[config.mk]
export PLATFORM = sky130hd
export DESIGN_NAME = m_axi_reg_master
export DESIGN_NICKNAME = d
export VERILOG_FILES = /design/src/rtl/axi_reg_pkg.sv /design/src/rtl/axi_wait_timer.sv /design/src/rtl/m_axi_reg_master.sv
export SDC_FILE = /design/constraint.sdc
export NUM_CORES = 1
export LEC_CHECK = 0
export CAP_MARGIN = 20
export CORE_UTILIZATION = 25
export CTS_BUF_LIST = sky130_fd_sc_hd__clkbuf_2
export CTS_CLUSTER_DIAMETER = 40
export DETAILED_ROUTE_END_ITERATION = 10
export SYNTH_ARGS = -nofsm -noshare
export SYNTH_HDL_FRONTEND = slang
export SYNTH_SLANG_ARGS = --single-unit
[constraint.sdc]
create_clock -name clk -period 1.98 [get_ports clk]
set_input_delay 0.396 -clock clk [delete_from_list [all_inputs] [get_ports clk]]
set_output_delay 0.396 -clock clk [all_outputs]
set_load 0.03 [all_outputs]
[src/rtl/axi_reg_pkg.sv]
// Shared types and constants for the single-outstanding AXI register master.
// Provides the FSM state encoding, AXI response codes and bus widths.
package axi_reg_pkg;

   localparam int ID_W   = 4;
   localparam int ADDR_W = 32;
   localparam int DATA_W = 32;
   localparam int STRB_W = DATA_W / 8;

   localparam logic [1:0] RESP_OKAY   = 2'b00;
   localparam logic [1:0] RESP_SLVERR = 2'b10;

   typedef enum logic [2:0] {
      ST_IDLE,
      ST_WR,
      ST_WR_B,
      ST_RD_A,
      ST_RD_D,
      ST_RSP
   } state_t;

   // Counter width able to hold values 0..limit.
   function automatic int cnt_width(input int limit);
      return (limit < 2) ? 1 : $clog2(limit + 1);
   endfunction

endpackage

[src/rtl/axi_wait_timer.sv]
// Saturating wait-cycle counter with a sticky expiry flag.
// A limit of 0 disables expiry entirely; clear restarts the count but never clears expired.
module axi_wait_timer
   import axi_reg_pkg::*;
#(
   parameter int LIMIT = 255
) (
   input  logic clk,
   input  logic rst_n,
   input  logic clear,
   input  logic enable,
   output logic expired
);

   localparam int              CW      = cnt_width(LIMIT);
   localparam logic [CW-1:0]   LIMIT_C = CW'(LIMIT);
   localparam bit              ENABLED = (LIMIT != 0);

   logic [CW-1:0] count;
   logic [CW-1:0] count_nxt;

   // NOTE: every variable written here gets a default first, so no latch is inferred.
   always_comb begin
      count_nxt = count;
      if (clear) begin
         count_nxt = '0;
      end else if (enable && (count != LIMIT_C)) begin
         count_nxt = count + CW'(1);
      end
   end

   // NOTE: sequential state uses non-blocking assignments only.
   always_ff @(posedge clk or negedge rst_n) begin
      if (!rst_n) begin
         count   <= '0;
         expired <= 1'b0;
      end else begin
         count <= count_nxt;
         if (ENABLED && (count_nxt == LIMIT_C)) begin
            expired <= 1'b1;
         end
      end
   end

endmodule

[src/rtl/m_axi_reg_master.sv]
// Single-outstanding AXI initiator: turns one command into a one-beat AXI write or read,
// checks returned IDs / rlast, reports the response code and flags stalled transactions.
module m_axi_reg_master
   import axi_reg_pkg::*;
#(
   parameter logic [ID_W-1:0] AXI_ID         = 4'h1,
   parameter int              TIMEOUT_CYCLES = 255
) (
   input  logic              clk,
   input  logic              areset,
   input  logic              cmd_valid_i,
   output logic              cmd_ready_o,
   input  logic              cmd_write_i,
   input  logic [ADDR_W-1:0] cmd_addr_i,
   input  logic [DATA_W-1:0] cmd_wdata_i,
   input  logic [STRB_W-1:0] cmd_wstrb_i,
   output logic              rsp_valid_o,
   input  logic              rsp_ready_i,
   output logic [DATA_W-1:0] rsp_rdata_o,
   output logic [1:0]        rsp_resp_o,
   output logic              timeout_o,
   output logic [ID_W-1:0]   awid_o,
   output logic [ADDR_W-1:0] awaddr_o,
   output logic              awvalid_o,
   input  logic              awready_i,
   output logic [ID_W-1:0]   wid_o,
   output logic [DATA_W-1:0] wdata_o,
   output logic [STRB_W-1:0] wstrb_o,
   output logic              wlast_o,
   output logic              wvalid_o,
   input  logic              wready_i,
   input  logic [ID_W-1:0]   bid_i,
   input  logic [1:0]        bresp_i,
   input  logic              bvalid_i,
   output logic              bready_o,
   output logic [ID_W-1:0]   arid_o,
   output logic [ADDR_W-1:0] araddr_o,
   output logic              arvalid_o,
   input  logic              arready_i,
   input  logic [ID_W-1:0]   rid_i,
   input  logic [DATA_W-1:0] rdata_i,
   input  logic              rlast_i,
   input  logic              rvalid_i,
   output logic              rready_o
);

   state_t state, state_nxt;

   logic              cmd_ready_nxt;
   logic              awvalid_nxt;
   logic              wvalid_nxt;
   logic              bready_nxt;
   logic              arvalid_nxt;
   logic              rready_nxt;
   logic              rsp_valid_nxt;
   logic [ADDR_W-1:0] addr, addr_nxt;
   logic [DATA_W-1:0] wdata_nxt;
   logic [STRB_W-1:0] wstrb_nxt;
   logic [DATA_W-1:0] rsp_rdata_nxt;
   logic [1:0]        rsp_resp_nxt;

   logic accept;
   logic aw_done;
   logic w_done;
   logic waiting;

   assign awid_o   = AXI_ID;
   assign wid_o    = AXI_ID;
   assign arid_o   = AXI_ID;
   assign wlast_o  = 1'b1;
   assign awaddr_o = addr;
   assign araddr_o = addr;

   assign accept  = (state == ST_IDLE) && cmd_valid_i;
   // A channel is done once its valid has dropped or it handshakes this cycle.
   assign aw_done = !awvalid_o || awready_i;
   assign w_done  = !wvalid_o || wready_i;
   assign waiting = (state == ST_WR) || (state == ST_WR_B) ||
                    (state == ST_RD_A) || (state == ST_RD_D);

   always_comb begin
      state_nxt     = state;
      cmd_ready_nxt = cmd_ready_o;
      awvalid_nxt   = awvalid_o;
      wvalid_nxt    = wvalid_o;
      bready_nxt    = bready_o;
      arvalid_nxt   = arvalid_o;
      rready_nxt    = rready_o;
      rsp_valid_nxt = rsp_valid_o;
      addr_nxt      = addr;
      wdata_nxt     = wdata_o;
      wstrb_nxt     = wstrb_o;
      rsp_rdata_nxt = rsp_rdata_o;
      rsp_resp_nxt  = rsp_resp_o;

      case (state)
         ST_IDLE: begin
            if (cmd_valid_i) begin
               cmd_ready_nxt = 1'b0;
               addr_nxt      = cmd_addr_i;
               wdata_nxt     = cmd_wdata_i;
               wstrb_nxt     = cmd_wstrb_i;
               if (cmd_write_i) begin
                  state_nxt   = ST_WR;
                  awvalid_nxt = 1'b1;
                  wvalid_nxt  = 1'b1;
               end else begin
                  state_nxt   = ST_RD_A;
                  arvalid_nxt = 1'b1;
               end
            end
         end

         ST_WR: begin
            if (awvalid_o && awready_i) awvalid_nxt = 1'b0;
            if (wvalid_o && wready_i)   wvalid_nxt  = 1'b0;
            if (aw_done && w_done) begin
               state_nxt  = ST_WR_B;
               bready_nxt = 1'b1;
            end
         end

         ST_WR_B: begin
            if (bvalid_i) begin
               state_nxt     = ST_RSP;
               bready_nxt    = 1'b0;
               rsp_valid_nxt = 1'b1;
               rsp_rdata_nxt = '0;
               rsp_resp_nxt  = (bid_i != AXI_ID) ? RESP_SLVERR : bresp_i;
            end
         end

         ST_RD_A: begin
            if (arready_i) begin
               state_nxt   = ST_RD_D;
               arvalid_nxt = 1'b0;
               rready_nxt  = 1'b1;
            end
         end

         ST_RD_D: begin
            if (rvalid_i) begin
               state_nxt     = ST_RSP;
               rready_nxt    = 1'b0;
               rsp_valid_nxt = 1'b1;
               rsp_rdata_nxt = rdata_i;
               rsp_resp_nxt  = ((rid_i != AXI_ID) || !rlast_i) ? RESP_SLVERR : RESP_OKAY;
            end
         end

         ST_RSP: begin
            if (rsp_ready_i) begin
               state_nxt     = ST_IDLE;
               rsp_valid_nxt = 1'b0;
               cmd_ready_nxt = 1'b1;
            end
         end

         default: begin
            state_nxt     = ST_IDLE;
            cmd_ready_nxt = 1'b1;
            awvalid_nxt   = 1'b0;
            wvalid_nxt    = 1'b0;
            bready_nxt    = 1'b0;
            arvalid_nxt   = 1'b0;
            rready_nxt    = 1'b0;
            rsp_valid_nxt = 1'b0;
         end
      endcase
   end

   // Payload registers are reset too, so a dropped transaction leaves no stale address/data on the bus.
   always_ff @(posedge clk or negedge areset) begin
      if (!areset) begin
         state       <= ST_IDLE;
         cmd_ready_o <= 1'b1;
         awvalid_o   <= 1'b0;
         wvalid_o    <= 1'b0;
         bready_o    <= 1'b0;
         arvalid_o   <= 1'b0;
         rready_o    <= 1'b0;
         rsp_valid_o <= 1'b0;
         addr        <= '0;
         wdata_o     <= '0;
         wstrb_o     <= '0;
         rsp_rdata_o <= '0;
         rsp_resp_o  <= RESP_OKAY;
      end else begin
         state       <= state_nxt;
         cmd_ready_o <= cmd_ready_nxt;
         awvalid_o   <= awvalid_nxt;
         wvalid_o    <= wvalid_nxt;
         bready_o    <= bready_nxt;
         arvalid_o   <= arvalid_nxt;
         rready_o    <= rready_nxt;
         rsp_valid_o <= rsp_valid_nxt;
         addr        <= addr_nxt;
         wdata_o     <= wdata_nxt;
         wstrb_o     <= wstrb_nxt;
         rsp_rdata_o <= rsp_rdata_nxt;
         rsp_resp_o  <= rsp_resp_nxt;
      end
   end

   axi_wait_timer #(
      .LIMIT (TIMEOUT_CYCLES)
   ) u_timer (
      .clk     (clk),
      .rst_n   (areset),
      .clear   (accept),
      .enable  (waiting),
      .expired (timeout_o)
   );

endmodule

Word level (Yosys, flattened, before mapping)
Cells that the tools add are included.
{"block": "word_totals", "ff_bits": 121, "inputBits": 121, "out_inout_bits": 155}
{"block": "classes", "addsub": 1, "eq_ne": 19, "n_mux": 41, "n_bitwise": 6, "n_reduce_logical": 32}
{"operator": "$mux 32", "n": 2}
{"operator": "$pmux 32 s2", "n": 1}
{"operator": "$reduce_or 4->1", "n": 5}
{"operator": "$mux 3", "n": 6}
{"operator": "$pmux 1 s3", "n": 6}
{"operator": "$pmux 3 s6", "n": 1}
{"operator": "$mux 1", "n": 16}
{"operator": "$mux 8", "n": 2}
{"operator": "$reduce_and 4->1", "n": 4}
{"operator": "$ne 2x2->1 const B", "n": 7}
{"operator": "$reduce_and 3->1", "n": 4}
{"operator": "$mux 2", "n": 5}
{"operator": "$add 8x1->8 const B", "n": 1}
{"operator": "$eq 8x8->1 const B", "n": 1}
{"operator": "$ne 4x1->1 const B", "n": 2}
{"operator": "$ne 8x8->1 const B", "n": 1}
{"operator": "$eq 3x2->1 const B", "n": 2}
{"operator": "$eq 3x3->1 const B", "n": 2}
{"operator": "$logic_or 1x1->1", "n": 6}
{"operator": "$ne 2x1->1 const B", "n": 3}
{"operator": "$not 1->1", "n": 6}
{"operator": "$reduce_and 6->1", "n": 1}
{"operator": "$logic_and 1x1->1", "n": 5}
{"operator": "$pmux 1 s4", "n": 1}
{"operator": "7 further kinds", "n": 9}

Depth between registers and ports, before layout
Gate-level depths: netlist (run 1).
{"block": "logic_depth", "ltp_word": 8, "mapped_depth": 8, "ltp_nobuf": 6}

Hierarchy
Synthesis (run 1) repeated with hierarchy kept, for this count alone.
{"block": "unflattened", "hier_cells": 403, "hier_area_um2": 5287.6}
{"mod": "m_axi_reg_master", "n_inst": 1, "cells_per_inst": 342, "area_per_inst_um2": 4698.3, "seq_area_each_um2": 2803.9}
{"mod": "axi_wait_timer", "n_inst": 1, "cells_per_inst": 61, "area_per_inst_um2": 589.3, "seq_area_each_um2": 225.2}

Least setup slack after synthesis (run 1)
No wires, ideal clock.
{"block": "synth_timing", "kind": "reg2reg", "startpoint": "register state[2]", "endpoint": "register u_timer.expired", "arrival_time_ps": 1606, "t_required_ps": 1860, "path_slack_ps": 253, "path_stages_with_launch": 8, "synth_period_minus_slack_ps": 1727, "path_cell_list": "dfrtp_1 > buf_6 > or3_1 > buf_2 > o211ai_1 > nor3b_1 > o2111a_1 > a41o_1"}
{"block": "synth_via", "elab_chain_cells": 8, "word_cells_on_any_way": 13, "classes_between": "eq/ne (5); mux (2); reduce/logical (6)"}
{"element": "start, declared", "line_no": "m_axi_reg_master.sv:47", "source": "state_t state, state_nxt;"}
{"element": "start signal, assigned", "line_no": "m_axi_reg_master.sv:189", "source": "state <= state_nxt;"}
{"element": "$eq 3x1->1 / $eq 3x2->1 (equally long branches)", "line_no": "m_axi_reg_master.sv:78", "source": "assign waiting = (state == ST_WR) || (state == ST_WR_B) ||"}
{"element": "$logic_or 1x1->1 (2 in a row)", "line_no": "m_axi_reg_master.sv:78"}
{"element": "$logic_or 1x1->1", "line_no": "m_axi_reg_master.sv:79", "source": "(state == ST_RD_A) || (state == ST_RD_D);"}
{"element": "$logic_and 1x1->1", "line_no": "axi_wait_timer.sv:27", "source": "end else if (enable && (count != LIMIT_C)) begin"}
{"element": "$mux 8", "line_no": "axi_wait_timer.sv:27"}
{"element": "$mux 8 *", "line_no": "axi_wait_timer.sv:25", "source": "if (clear) begin"}
{"element": "$eq 8x8->1 *", "line_no": "axi_wait_timer.sv:39", "source": "if (ENABLED && (count_nxt == LIMIT_C)) begin"}
{"element": "end signal, assigned", "line_no": "axi_wait_timer.sv:36", "source": "expired <= 1'b0;"}
{"element": "end signal, assigned", "line_no": "axi_wait_timer.sv:40", "source": "expired <= 1'b1;"}
{"element": "end, declared", "line_no": "axi_wait_timer.sv:12", "source": "output logic expired"}
Every way passes the cells marked *; elsewhere a longest branch is shown, timed or not.
A chain may end at the register's enable or synchronous reset.

Worst setup path in the final report (run 1)
{"block": "layout_timing", "startpoint": "register wdata_o[28]", "endpoint": "output port wdata_o[28]"}
{"element": "start, declared", "line_no": "m_axi_reg_master.sv:27", "source": "output logic [DATA_W-1:0] wdata_o,"}
{"element": "start signal, assigned", "line_no": "m_axi_reg_master.sv:198", "source": "wdata_o <= wdata_nxt;"}
No word-level cell between the ends.

==> flow_metrics.py, run 1 <==
metrics = {
    "synth": {
        "synth-edff-count": 0,
        "ys_seq_elements": 121,
        "synth_area_leaders": "dfrtp_1 (56%), nand2_1 (20%), buf_4 (6.3%)",
        "syn_avg_cell_area_um2": 8.71,
        "synth.cell_area_mm2": 0.00540,
        "yosysMostFrequentCell": "nand2_1",
        "synth-main-ff-cell": "dfrtp_1",
        "synth_area_leader_cell": "dfrtp_1",
        "yosysUniqueCellTypes": 49,
        "synthArstFlopShare_pct": 100,
        "synth-seq-area-share_pct": 56.1,
        "synth_warnings": 0,
        "synth_common_cells": "nand2_1 (281), dfrtp_1 (120), buf_4 (45)",
        "synth_cells": 620,
        "netlist.area_leader.share_pct": 55.6,
    },
    "worst_setup_path": {
        "crit_path_end_kind": "primary output",
        "cp_max_fo": 2,
        "crit_type": "reg -> out",
        "slowest_delay_ns": 0.41,
        "required_ns": 1.58,
        "slowest_stage": "dlygate4sd2_1",
        "path_cells": "dlygate4sd2_1",
        "worstPathArrival_ns": 1.47,
        "crit-reg2reg-launch": "u_timer.count[0]",
        "worst-path-buf-inv": 1,
        "cpLargestDelayFamily": "buffers and inverters",
        "cp-start-kind": "flip-flop",
        "crit_path_start": "wdata_o[28]",
    },
    "sta": {
        "hold_viol": 0,
        "finalCriticalPeriod_ns": 1.87,
        "slew_violations": 0,
        "holdWs_ns": 0.203,
        "clock.fmax_mhz": 535,
        "setup_viol": 0,
        "worst_slew_pin_slew_ns": 0.505,
        "max_slew_margin_pct": 66.3,
        "fin_crit_sh_pct": 94.4,
        "skew_ns": 0.0208,
        "rsz0062_at_grt": "true",
    },
    "global_routing": {
        "grt_pass1_wl_um": 24800,
        "met3_usage_pct": 6.64,
        "overflow": 0,
        "gr-usage-met1_pct": 18.3,
        "grt_pass1_vias": 4674,
        "grt_antenna_before_repair": 1,
        "met2_usage_pct": 21.8,
        "track_usage_pct": 14.4,
        "grt_max_degree": 69,
        "grt.busiest_layer": "met2",
    },
    "cts": {
        "cts_buffers": 17,
        "cts_max_level": 4,
        "clk_pin_slew_worst_paths_ns": 0.21,
        "clk_latency_ns": 0.67,
        "clock_sinks": 121,
        "cts_tree": "done",
        "cts_root_buffer": "clkbuf_2",
        "cts_buffer_depth": 2,
    },
    "pwr": {
        "finalPower_uw": 13700,
        "switching_share_pct": 48.9,
        "leakage_uw": 0.00403,
        "vdd_drop_max_mv": 0.606,
        "p_per_area_mw_per_mm2": 1640,
        "power.internal_uw": 7010,
        "clock_power_share_pct": 13.6,
        "comb_power_share_pct": 55.1,
        "seq_power_share_pct": 31.3,
        "p_switching_uw": 6710,
    },
    "detailed_routing": {
        "antenna_left": 0,
        "drtPass1Iterations": 4,
        "wl_um": 16000,
        "drt_iter0_drc": 175,
        "num_vias": 4938,
        "wire_per_inst_um": 13.8,
        "drc_errors": 0,
        "routed_via_density": 4.28,
    },
    "final_layout": {
        "fin_area_mm2": 0.00836,
        "fillers": 2185,
        "synthToLayoutAreaGrowth_pct": 54.8,
        "drive_above_1_share_pct": 18.1,
        "multiInputGateArea_mm2": 0.00193,
        "nets": 987,
        "seqCellArea_mm2": 0.00303,
        "utilization_pct": 39.6,
    },
    "worst_hold_path": {
        "min_from": "cmd_addr_i[7]",
        "hold_path_class": "in -> reg",
    },
    "floorplan": {
        "fp.dieH_um": 149,
        "core_area_mm2": 0.0211,
        "die_x_um": 149,
        "rows": 53,
        "start_util_pct": 25.6,
        "io_pins": 276,
        "die_area_mm2": 0.0222,
    },
    "flow_run": {
        "max_cap_viol_count": 0,
    },
    "placed_design": {
        "io_buffers": 262,
        "place_area_mm2": 0.00824,
        "place_congestion": 0.788,
        "dp_hpwl_um": 11600,
    },
    "run_status": {
        "status": "finished clean",
    },
}
## final timing paths
kind	end	slack, ns	depth (start not counted)
min in group asynchronous	araddr_o[26]	0.22	2
max in group asynchronous	rsp_rdata_o[6]	1.17	3
hold / removal	araddr_o[7]	0.20	3
setup reg to reg	u_timer.expired	0.17	6
setup / recovery	wdata_o[28]	0.11	1
hold reg to reg	wdata_o[6]	0.49	2
## stage by stage
stage / setup TNS (ns) / cells / setup slack, ns
2_1_floorplan: 0 / 631 / 0.253
3_3_place_gp: 0 / 1117 / 0.0688
3_5_place_dp: 0 / 1117 / 0.0501
4_1_cts: -0.00229 / 1151 / -0.00229
5_1_grt: -0.0526 / 1155 / -0.0264
6_report: 0 / 1155 / 0.111
## power by group through the flow
stage / registers [uW] / logic, uW / clock network, uW
after floorplan: 6290 / 3080 / 0
after global placement: 4340 / 8380 / 0
after detailed placement: 4370 / 8410 / 0
after CTS: 4300 / 7780 / 1970
after global routing: 4460 / 8220 / 2070
final: 4290 / 7560 / 1870
## what timing repair did
action / in CTS / in global routing
endpoints found under the hold margin: 100 / 0
setup endpoints to repair: 142 / 70
setup buffers: 1 / 2
hold buffers: 1 / 0
gates resized for setup: 288 / 82
## final cells by class
cell class                 instances  share of cell area (%)
tap                              275                    4.12
sequential                       121                    36.3
clock inverter                    15                    2.40
timing repair buffer             292                    32.8
inverter                           5                   0.225
multi-input combinational        428                    23.1
clock buffer                      17                    1.02
antenna                            2                  0.0599
## logic make-up (layout without fill, tap and decap cells)
kind of cell	Yosys count	in the layout	share of synthesized area (%)
buffers and inverters	82	329	9.08
flip-flops	121	121	56.1
adder cells (fa/ha/maj)	1	1	0.232
AND/OR/NAND/NOR	330	330	24.5
other	2	15	0.139
AO/OA/AOI/OAI	79	79	9.06
XOR/XNOR	3	3	0.487
multiplexers	2	2	0.371
## layer usage
metal / wire, um / vias up / share of wire, %
met5: 0 / - / 0
met4: 159 / 0 / 0.99
met3: 1900 / 12 / 12
met2: 7110 / 243 / 44
met1: 6820 / 2256 / 43
li1: - / 2427 / -
## placed cells by master (no fill, tap or decap), drive strengths merged, types with 13 or more instances in the layout
cell | synthesis | final
dlygate4sd2 | 0 | 20
buf | 53 | 37
clkdlybuf4s15 | 0 | 74
clkbuf | 24 | 57
dfrtp | 120 | 120
clkdlybuf4s50 | 0 | 119
nand2 | 281 | 281
conb | 2 | 13
o21ai | 42 | 42
nor2 | 15 | 15
## state kept, by name (all words and copies together) (netlist names), 2 cells and up
name,flops
araddr_o,32
wdata_o,32
rsp_resp_o,2
rsp_rdata_o,32
u_timer.count,8
state,3
wstrb_o,4
No activity file was read; power rests on OpenSTA's default activity.
==> run 2: changes to the inputs <==
- CORE_ASPECT_RATIO: not set -> 1.75
==> run 2 against run 1 <==
Effect of this change:
- critical endpoint is now u_timer.expired
- combinational power increased by 5.0%
- worst hold slack got worse by 0.022 ns
- via count decreased by 0.26%
- first-iteration DRC count increased by 50%
- sequential share of layout area decreased by 0.85 points
- flip-flop and latch count unchanged
- sequential power about the same
- non-clock buffer count increased by 15
- die area increased by 0.11%
- design area increased by 2.4%
- clock-buffer cell count increased by 4
- utilization increased by 1.1 points
==> flow_metrics.py, run 2 (synthesized netlist as in run 1, its figures left out) <==
metrics = {
    "sta": {
        "holdWs_ns": 0.182,
        "rsz0062_at_grt": "true",
        "finalCriticalPeriod_ns": 1.93,
        "clock.fmax_mhz": 518,
        "slew_violations": 0,
        "setup_viol": 0,
        "skew_ns": 0.0203,
        "hold_viol": 0,
        "fin_crit_sh_pct": 97.5,
        "fin_tns_setup_ns": 0,
    },
    "final_layout": {
        "layout_common_cells": "nand2_1 (280), dfrtp_1 (119), clkdlybuf4s50_1 (119)",
        "final_common_cell": "nand2_1",
        "multiInputGateArea_mm2": 0.00194,
        "drive_above_1_share_pct": 24.7,
        "instances_no_fill": 1145,
        "synthToLayoutAreaGrowth_pct": 58.5,
        "fillers": 2078,
        "nets": 1002,
        "seqCellArea_mm2": 0.00303,
    },
    "pwr": {
        "p_switching_uw": 6650,
        "vdd_drop_max_mv": 0.673,
        "clock_power_share_pct": 11.9,
        "comb_power_share_pct": 57.2,
        "seq_power_share_pct": 30.9,
        "switching_share_pct": 47.9,
        "power.internal_uw": 7230,
        "leakage_uw": 0.00403,
        "p_per_area_mw_per_mm2": 1620,
        "finalPower_uw": 13900,
    },
    "worst_setup_path": {
        "slowest_delay_ns": 0.52,
        "crit_type": "reg -> reg",
        "cp-start-kind": "flip-flop",
        "required_ns": 2.64,
        "path_cells": "or3_1, and3_4, a211oi_4, o2111a_1, a41o_1",
        "crit_path_end_kind": "flip-flop",
        "worst-path-buf-inv": 0,
        "slowest_stage": "dfrtp_2",
        "cp_max_fo": 10,
        "worstPathArrival_ns": 2.59,
        "cpLargestDelayFamily": "simple AND/OR/NAND/NOR gates",
    },
    "cts": {
        "clock_sinks": 121,
        "cts_tree": "done",
        "cts_buffers": 17,
        "clk_pin_slew_worst_paths_ns": 0.18,
        "cts_root_buffer": "clkbuf_2",
        "cts_buffer_depth": 2,
        "cts_max_level": 4,
        "clk_latency_ns": 0.71,
    },
    "floorplan": {
        "rows": 70,
        "io_pins": 276,
        "core_area_mm2": 0.0210,
        "die_x_um": 113,
        "fp.dieH_um": 196,
        "die_area_mm2": 0.0222,
        "start_util_pct": 25.7,
    },
    "detailed_routing": {
        "wire_per_inst_um": 13.8,
        "routed_via_density": 4.30,
        "wl_um": 15800,
        "antenna_left": 0,
        "drt_iter0_drc": 262,
        "num_vias": 4925,
        "drc_errors": 0,
        "drtPass1Iterations": 4,
    },
    "global_routing": {
        "grt_pass1_wl_um": 25000,
        "track_usage_pct": 14.7,
        "grt_antenna_before_repair": 1,
        "overflow": 0,
        "grt_max_degree": 62,
        "grt_pass1_vias": 4799,
    },
    "flow_run": {
        "max_cap_viol_count": 0,
    },
    "worst_hold_path": {
        "hold_path_class": "in -> reg",
    },
    "placed_design": {
        "post-place-cells": 1102,
        "io_buffers": 262,
        "place_congestion": 0.794,
        "dp_hpwl_um": 11600,
    },
    "run_status": {
        "status": "finished clean",
    },
}
==> run 2: power groups by stage <==
stage	Combinational, uW	Clock (uW)	Sequential (uW)
after floorplan	3080	0	6290
after global placement	8430	0	4350
after CTS	8090	1760	4310
after global routing	8550	1850	4460
after detailed placement	8480	0	4380
final	7940	1650	4290
==> run 2: layout make-up <==
cell class                 instances  share of cell area [%]
clock buffer                      21                    1.23
antenna                            1                  0.0292
inverter                           5                   0.219
timing repair buffer             307                    35.3
multi-input combinational        428                    22.6
sequential                       121                    35.4
clock inverter                    10                    1.49
tap                              252                    3.68
==> run 2: routing by layer <==
metal  vias up  routed length (um)  global-route usage (%)
met2       216                8390                    26.9
met3        16                1200                    5.23
met1      2232                5930                    15.0
li1       2461                   -                       -
met5         -                   0                       0
met4         0                 281                    6.29
==> run 2: through the flow <==
stage	setup WS, ns	cell area [um2]	utilization (%)
CTS	-0.0666	8650	41.1
detailed placement	-0.0703	8260	39.3
floorplan	0.253	5440	-
global placement	-0.0578	8260	39.3
global route	-0.0943	8560	40.7
finish	0.0495	8560	40.7
==> run 2: repair_timing <==
item,4_1_cts,5_1_grt
gates resized for setup,434,37
hold buffers,3,0
cloned,0,0
buffers inserted,4,4
hold endpoints to repair,121,0
setup endpoints to repair,142,30
==> run 2: path summary, 6_finish.rpt <==
| check | startpoint | endpoint | slack, ns | cells after the start |
|---|---|---|---|---|
| worst max-delay path | state[1] | u_timer.expired | 0.05 | 5 |
| worst min-delay path | cmd_addr_i[29] | araddr_o[29] | 0.18 | 3 |
| worst max register to register | state[1] | u_timer.expired | 0.05 | 5 |
| worst min register to register | wdata_o[21] | wdata_o[21] | 0.49 | 2 |
| max in group asynchronous | areset | rready_o | 0.36 | 4 |
| min in group asynchronous | areset | rsp_rdata_o[14] | 0.65 | 3 |
==> run 2: worst register-to-register path, delay by kind of cell (launching register included) <==
family | cells | cell delay [ns]
AOI/OAI and AO/OA | 3 | 0.65
DFF | 1 | 0.52
and+or+nand+nor | 2 | 0.71
